--- src/rtl/ltz_cdc_pkg.sv ---
// Shared definitions for the toggle-handshake CDC transmitter: state encoding,
// synchronizer depth bounds and a counter-width helper.
package ltz_cdc_pkg;

  typedef enum logic {
    IDLE     = 1'b0,
    WAIT_ACK = 1'b1
  } state_e;

  localparam int SYNC_STAGES_MIN = 2;
  localparam int SYNC_STAGES_MAX = 4;

  // ceil(log2(value)), never less than 1 so a disabled timeout still has a legal vector
  function automatic int clog2_min1(input int value);
    int result;
    result = 1;
    for (int i = 1; i < 31; i++) begin
      if ((1 << i) < value) result = i + 1;
    end
    return result;
  endfunction

endpackage

--- src/rtl/ltz_sync_n.sv ---
// Multi-flop synchronizer chain with synchronous active-low reset to zero.
// Used on the far-domain acknowledge toggle.
module ltz_sync_n #(
  parameter int STAGES = 2,
  parameter int WIDTH  = 1
) (
  input  logic             clk,
  input  logic             rst_n,
  input  logic [WIDTH-1:0] d,
  output logic [WIDTH-1:0] q
);

  (* ASYNC_REG = "TRUE" *) logic [STAGES-1:0][WIDTH-1:0] chain_q;
  logic [STAGES-1:0][WIDTH-1:0] chain_d;

  always_comb begin
    chain_d = {chain_q[STAGES-2:0], d};
  end

  always_ff @(posedge clk) begin
    if (!rst_n) chain_q <= '0;
    else        chain_q <= chain_d;
  end

  assign q = chain_q[STAGES-1];

endmodule

--- src/rtl/ltz_cdc_tx.sv ---
// Source end of a 2-phase req/ack bundled-data crossing: registers a word onto
// tx_data, toggles tx_req, then waits for the synchronised tx_ack toggle.
module ltz_cdc_tx
  import ltz_cdc_pkg::*;
#(
  parameter int               WIDTH       = 8,
  parameter logic [WIDTH-1:0] INITVAL     = {WIDTH{1'b0}},
  parameter int               SYNC_STAGES = 2,
  parameter int               TIMEOUT     = 0
) (
  input  logic             clk,
  input  logic             rst_n,
  input  logic             in_valid,
  output logic             in_ready,
  input  logic [WIDTH-1:0] in_data,
  output logic [WIDTH-1:0] tx_data,
  output logic             tx_req,
  input  logic             tx_ack,
  output logic             done,
  output logic             timeout,
  output logic             proto_err
);

  // Out-of-range depths are pulled back into the supported window
  localparam int SYNC_N = (SYNC_STAGES < SYNC_STAGES_MIN) ? SYNC_STAGES_MIN :
                          (SYNC_STAGES > SYNC_STAGES_MAX) ? SYNC_STAGES_MAX : SYNC_STAGES;
  localparam int CNT_W  = clog2_min1(TIMEOUT + 1);
  localparam logic [CNT_W-1:0] CNT_MAX = CNT_W'(TIMEOUT);

  state_e             state_q, state_d;
  logic [WIDTH-1:0]   tx_data_q, tx_data_d;
  logic               tx_req_q, tx_req_d;
  logic               in_ready_q, in_ready_d;
  logic               done_q, done_d;
  logic               timeout_q, timeout_d;
  logic               proto_err_q, proto_err_d;
  logic [CNT_W-1:0]   cnt_q, cnt_d;
  logic               ack_s;
  logic               accept;
  logic               ack_match;

  ltz_sync_n #(
    .STAGES (SYNC_N),
    .WIDTH  (1)
  ) u_ack_sync (
    .clk   (clk),
    .rst_n (rst_n),
    .d     (tx_ack),
    .q     (ack_s)
  );

  assign accept    = (state_q == IDLE) && in_valid && in_ready_q;
  assign ack_match = (ack_s == tx_req_q);

  always_ff @(posedge clk) begin
    if (!rst_n) state_q <= IDLE;
    else        state_q <= state_d;
  end

  always_comb begin
    state_d = state_q;
    case (state_q)
      IDLE:     if (accept)    state_d = WAIT_ACK;
      WAIT_ACK: if (ack_match) state_d = IDLE;
      default:                 state_d = IDLE;
    endcase
  end

  always_comb begin
    tx_data_d   = tx_data_q;
    tx_req_d    = tx_req_q;
    in_ready_d  = in_ready_q;
    done_d      = 1'b0;
    timeout_d   = timeout_q;
    proto_err_d = proto_err_q;
    cnt_d       = cnt_q;
    case (state_q)
      IDLE: begin
        in_ready_d = 1'b1;
        // A phase mismatch with nothing outstanding means the far side toggled on its own
        if (!ack_match) proto_err_d = 1'b1;
        if (accept) begin
          tx_data_d  = in_data;
          tx_req_d   = ~tx_req_q;
          in_ready_d = 1'b0;
          cnt_d      = '0;
          timeout_d  = 1'b0;
        end
      end
      WAIT_ACK: begin
        if (ack_match) begin
          done_d     = 1'b1;
          in_ready_d = 1'b1;
        end else if (TIMEOUT > 0) begin
          if (cnt_q != CNT_MAX) cnt_d = cnt_q + 1'b1;
          if (cnt_d == CNT_MAX) timeout_d = 1'b1;
        end
      end
      default: ;
    endcase
  end

  always_ff @(posedge clk) begin
    if (!rst_n) begin
      tx_data_q   <= INITVAL;
      tx_req_q    <= 1'b0;
      in_ready_q  <= 1'b0;
      done_q      <= 1'b0;
      timeout_q   <= 1'b0;
      proto_err_q <= 1'b0;
      cnt_q       <= '0;
    end else begin
      tx_data_q   <= tx_data_d;
      tx_req_q    <= tx_req_d;
      in_ready_q  <= in_ready_d;
      done_q      <= done_d;
      timeout_q   <= timeout_d;
      proto_err_q <= proto_err_d;
      cnt_q       <= cnt_d;
    end
  end

  assign tx_data   = tx_data_q;
  assign tx_req    = tx_req_q;
  assign in_ready  = in_ready_q;
  assign done      = done_q;
  assign timeout   = timeout_q;
  assign proto_err = proto_err_q;

endmodule

--- config.mk ---
export PLATFORM = sky130hd
export DESIGN_NAME = ltz_cdc_tx
export DESIGN_NICKNAME = d
export VERILOG_FILES = /design/src/rtl/ltz_cdc_pkg.sv /design/src/rtl/ltz_sync_n.sv /design/src/rtl/ltz_cdc_tx.sv
export SDC_FILE = /design/constraint.sdc
export NUM_CORES = 1
export LEC_CHECK = 0
export BUFFER_PORTS_ARGS = -buffer_cell sky130_fd_sc_hd__buf_2
export CAP_MARGIN = 20
export CELL_PAD_IN_SITES_DETAIL_PLACEMENT = 1
export CELL_PAD_IN_SITES_GLOBAL_PLACEMENT = 1
export CORE_AREA = 2 2 46 48
export DETAILED_ROUTE_END_ITERATION = 16
export DIE_AREA = 0 0 48 50
export GPL_TIMING_DRIVEN = 1
export PLACE_DENSITY_LB_ADDON = 0.1
export SYNTH_ARGS = -nofsm -noshare
export SYNTH_HDL_FRONTEND = slang
export SYNTH_SLANG_ARGS = --single-unit
--- constraint.sdc ---
create_clock -name clk -period 1.1 [get_ports clk]
set_input_delay 0 -clock clk [delete_from_list [all_inputs] [get_ports clk]]
set_output_delay 0 -clock clk [all_outputs]
set_load 0.01 [all_outputs]
# Word level (Yosys, flattened, before mapping)
# Cells that the tools add are included.
[word_totals]
register_bits = 15
out_inout_bits = 13
inputBits = 12
[classes]
eq_ne = 2
bitwise_logic = 3
n_mux = 7
n_reduce_logical = 5
[ops]
columns = ["cell", "n"]
rows = [
  ["AND reduction 2 bit", 3],
  ["2-to-1 mux 1 bit", 5],
  ["case mux 1 bit (2 select lines)", 2],
  ["NOT 1 bit", 3],
  ["logical AND 1 bit", 2],
  ["!= test 2 x 1 -> 1 bit, second input constant", 1],
  ["== test 1 bit", 1],
]

# Depth between registers and ports, before layout
[depth]
depth_word = 5
depth_mapped = 4
depth_no_buf = 2

# Modules after synthesis
# Synthesis repeated with hierarchy kept, for this count alone.
[unflattened]
cells_unflattened = 60
hier_area_um2 = 585.6
[by_module_without_submodules]
columns = ["mod", "cells_per_inst", "area_per_inst_um2", "n_inst"]
rows = [
  ["ltz_cdc_tx", 56, 533.0, 1],
  ["ltz_sync_n", 4, 52.6, 1],
]

# Worst setup path after synthesis
# OpenSTA, ideal clock, no wires.
[synth_timing]
path_kind = "register to register"
start = "register in_ready_q (netlist: in_ready)"
end = "register tx_data_q[0] (netlist: tx_data[0])"
setup_time_ns = 0.072
setup_slack_ns = 0.147
stages_incl_launch_ff = 4
arrival_ns = 0.881
path_buffers = 1
required_ns = 1.028
path_cell_list = "dfxtp_1 -> and3b_1 -> buf_6 -> mux2i_1"
[synth_between]
elab_chain_len = 2
[synth_lines]
columns = ["item", "line", "rtl"]
rows = [
  ["start: declaration", "ltz_cdc_tx.sv:33", "logic in_ready_q, in_ready_d;"],
  ["start signal: assignment", "ltz_cdc_tx.sv:115", "in_ready_q <= in_ready_d;"],
  ["logical AND 1 bit", "ltz_cdc_tx.sv:52", "assign accept = (state_q == IDLE) && in_valid && in_ready_q;"],
  ["AND reduction 2 bit (no source line)", "--", ""],
  ["end signal: assignment", "ltz_cdc_tx.sv:113", "tx_data_q <= tx_data_d;"],
  ["end: declaration", "ltz_cdc_tx.sv:31", "logic [WIDTH-1:0] tx_data_q, tx_data_d;"],
]
# Every way passes these cells.
# A chain may end at the register's enable or synchronous reset.

# Worst setup path after layout
[layout_timing]
start = "register state_q"
end = "register tx_data_q[1] (netlist: tx_data[1])"
[layout_between]
elab_chain_len = 4
[layout_lines]
columns = ["item", "line", "rtl"]
rows = [
  ["start: declaration", "ltz_cdc_tx.sv:30", "state_e state_q, state_d;"],
  ["start signal: assignment", "ltz_cdc_tx.sv:57", "else state_q <= state_d;"],
  ["NOT 1 bit (no source line) *", "--", ""],
  ["logical AND 1 bit (2 in a row)", "ltz_cdc_tx.sv:52", ""],
  ["AND reduction 2 bit (no source line) *", "--", ""],
]
# Mark *: on every way between the ends. The rest lies on a longest branch, timed or not.

==> impl_results.md <==
- Arrival @ worst endpoint: 1210 ps
- CP Cell Sequence: and3b_2, buf_12, mux2i_1
- DR DRC count: 0
- Setup TNS: 0 ps
- Initial antenna violation count: 0
- WP buf/inv: 1
- IO buf count: 23
- Vias in the first global route: 436
- Sw Ratio: 0.2457
- Hold Path Class: in -> reg
- Simple-gate share of the synthesized area: 0.2034
- Mean Syn Cell Area: 9.681 sq um
- Layout cells sized above 1: 0.3226
- Routed len/inst: 9.542 um
- Sequential area share after synthesis: 0.5085
- Synth Area in Compound Gates: 0.04025
- Post-Syn Nets: 73
- Final ANT Viol Nets: 0
- Syn. warnings: 0
- Reg-to-Reg Start: state_q
- MaxCap Viol Count: 0
- Largest family of logic cells by synthesized area: simple AND/OR/NAND/NOR gates
- GP Congestion: 0.6473
- Starting Density: 0.3105
- Hpwl dp: 764.4 um
- FF-to-FF setup slack: 100 ps
- Nets: 106
- Clock share of power: 0.287
- Number of buffers added for setup after CTS: 0
- Vias: 496
- Post-Place Cells: 107
- Largest net degree at the start of global routing: 27
- RSZ-0062 raised after global routing: no
- Comb pwr share: 0.161
- Grt ovf: 0
- Crit path max-delay family: flip-flops
- Total power: 1.077 mW
- Status: complete, no violations
- Final setup vio count: 0
- DRT Pass-1 Iters: 3
- Tmin final: 1002 ps
- CTS tree: done
- FF+latch count, synth: 15
- HP Start: in_valid
- PwrDens: 1284 nW/um^2
- Multiplexer share of the synthesized area: 0.1525
- FF-to-FF path depth: 3
- CP Max Fanout: 10
- Finished Layout Cells: 120
- Final period util: 0.9113
- DR vias/cell: 4.133
- Wire length of the first global-routing pass: 1842 um
- Total Die Area: 2400 sq um
- Final hold vios: 0
- WS Path Type: reg -> reg
- Initial DRC count: 5
- Unique masters post-synth: 17
- Worst-case clock buffer depth: 2
- Clock-pin slew of the registers on the worst-case setup and hold paths: 90 ps
- Worst setup EP type: flop
- Internal: 0.8122 mW
- Die width: 48 um
- Worst Hold Path Cells: 3
- Mapped Cells: 61
- Worst path slowest cell: dfxtp_2
- Aggregate routed wire length: 1145 um
- ANT cells: 0
- I/O pins: 25
- Root Buffer: clkbuf_4
- Worst Skew: 2.490 ps
- Pleak: 0.3838 nW
- Post-synthesis adder-cell area fraction: 0
- Hold Crit Endpoint: in_ready
- Sequential power share: 0.552
- Max stage delay on crit path: 350 ps
- NetSw: 0.2645 mW
- Post-Syn Area: 590.6 sq um
- H-tree levels: 1
- Area delta synth->final: 41.95%
- XOR/XNOR Fraction of Synth Area: 0.01483
- CTS Buf Count: 3
- Crit start category: flop
- Core Area: 1902 sq um
- F_max: 997.6 MHz
- Filler instances: 238
- Required @ worst endpoint: 1310 ps
- Worst R2R End: tx_data[1]
- GRT Total Usage: 0.1099
- Row count: 16
- Total clock sinks: 15
- Peak supply drop: 590.2 uV
- Chip height: 50 um
- Final Max Tran Viols: 0
- Worst skew pair latency: 270 ps
[tightest hold or removal path, cell delays in order]
cell and delay, ps:
buf_2 80, nand3b_1 70, o311a_1 120
[placed cells by master (no fill, tap or decap)]
cell and instances:
and2_1 2, mux2i_1 9, nand3b_1 1, nand2_1 19
conb_1 1, inv_1 1, o2bb2ai_1 1, o21ai_0 1
dlygate4sd3_1 9, and3_2 1, buf_12 1, xnor2_1 1
dfxtp_2 1, buf_2 23, and3b_2 1, o311a_1 1
dfxtp_1 14, nand2b_1 2, clkbuf_4 3, clkbuf_1 1
[final cells by class]
type	instances	area [sq um]	share of cell area
Sequential cell	15	301.5	0.3597
Multi-Input combinational cell	40	247.7	0.2955
Timing Repair Buffer	33	225.2	0.2687
Tap cell	27	33.78	0.04030
Clock buffer	4	26.28	0.03134
Inverter	1	3.754	0.004478
[power by group through the flow]
stage	Combinational [mW]	Sequential (mW)	Clock [mW]
4_1_cts	0.175	0.595	0.333
2_1_floorplan	0.0825	0.619	0
3_5_place_dp	0.151	0.607	0
5_1_grt	0.192	0.601	0.360
6_report	0.173	0.594	0.309
3_3_place_gp	0.149	0.605	0
[metal layers]
layer  wire length [um]  vias up  GRT usage  part of all wire
met2                566       13     0.1689              0.49
met3                 43        0    0.03297             0.038
met1                535      224     0.1339              0.47
met5                  0        -          0                 0
met4                  0        0    0.05405                 0
li1                   -      259          -                 -
[logic make-up after synthesis]
group | after synthesis
simple gates | 26
xor+xnor | 1
compound gates | 3
flops | 15
mux | 9
other cells | 1
buf+inv | 6
[cell usage after synthesis]
master / count / share of area
buf_2: 2 / 0.017
nand2b_1: 2 / 0.021
and2_1: 2 / 0.021
buf_6: 2 / 0.038
xnor2_1: 1 / 0.015
and3b_1: 1 / 0.015
buf_4: 1 / 0.013
inv_1: 1 / 0.0063
mux2i_1: 9 / 0.15
o2bb2ai_1: 1 / 0.015
nand2_1: 19 / 0.12
and3_2: 1 / 0.013
nand3b_1: 1 / 0.013
o21ai_0: 1 / 0.0085
o311a_1: 1 / 0.017
dfxtp_1: 15 / 0.51
conb_1: 1 / 0.0063
[worst max-delay path by stage]
stage,start,to,cells past startpoint
CTS,state_q,tx_data[3],3
floorplan,in_ready,tx_data[0],3
global route,in_ready,tx_data[3],3
detailed placement,state_q,tx_data[1],3
global placement,state_q,tx_data[0],3
finish,state_q,tx_data[1],3
[flip-flops by register name, summed over array words and instances (netlist names)]
register            cells
tx_data                 8
proto_err               1
state_q                 1
u_ack_sync.q            1
done                    1
tx_req                  1
u_ack_sync.chain_q      1
in_ready                1
[what timing repair did]
item | CTS | global route
hold buffers | 9 | 0
resized for setup | 0 | 2
hold endpoints to repair | 9 | 0
endpoints found under the setup margin | 0 | 4
[metrics by stage]
step,setup slack (ps),util,area (sq um),hold slack (ps)
detailed placement,75.12,0.3783,719.4,211.7
finish,97.61,0.4408,838.3,31.84
global route,24.30,0.4408,838.3,48.60
global placement,124.1,0.3783,719.4,207.4
CTS,54.11,0.4395,835.8,24.14
floorplan,146.9,-,590.6,127.3
Power figures use the tool's default switching activity.
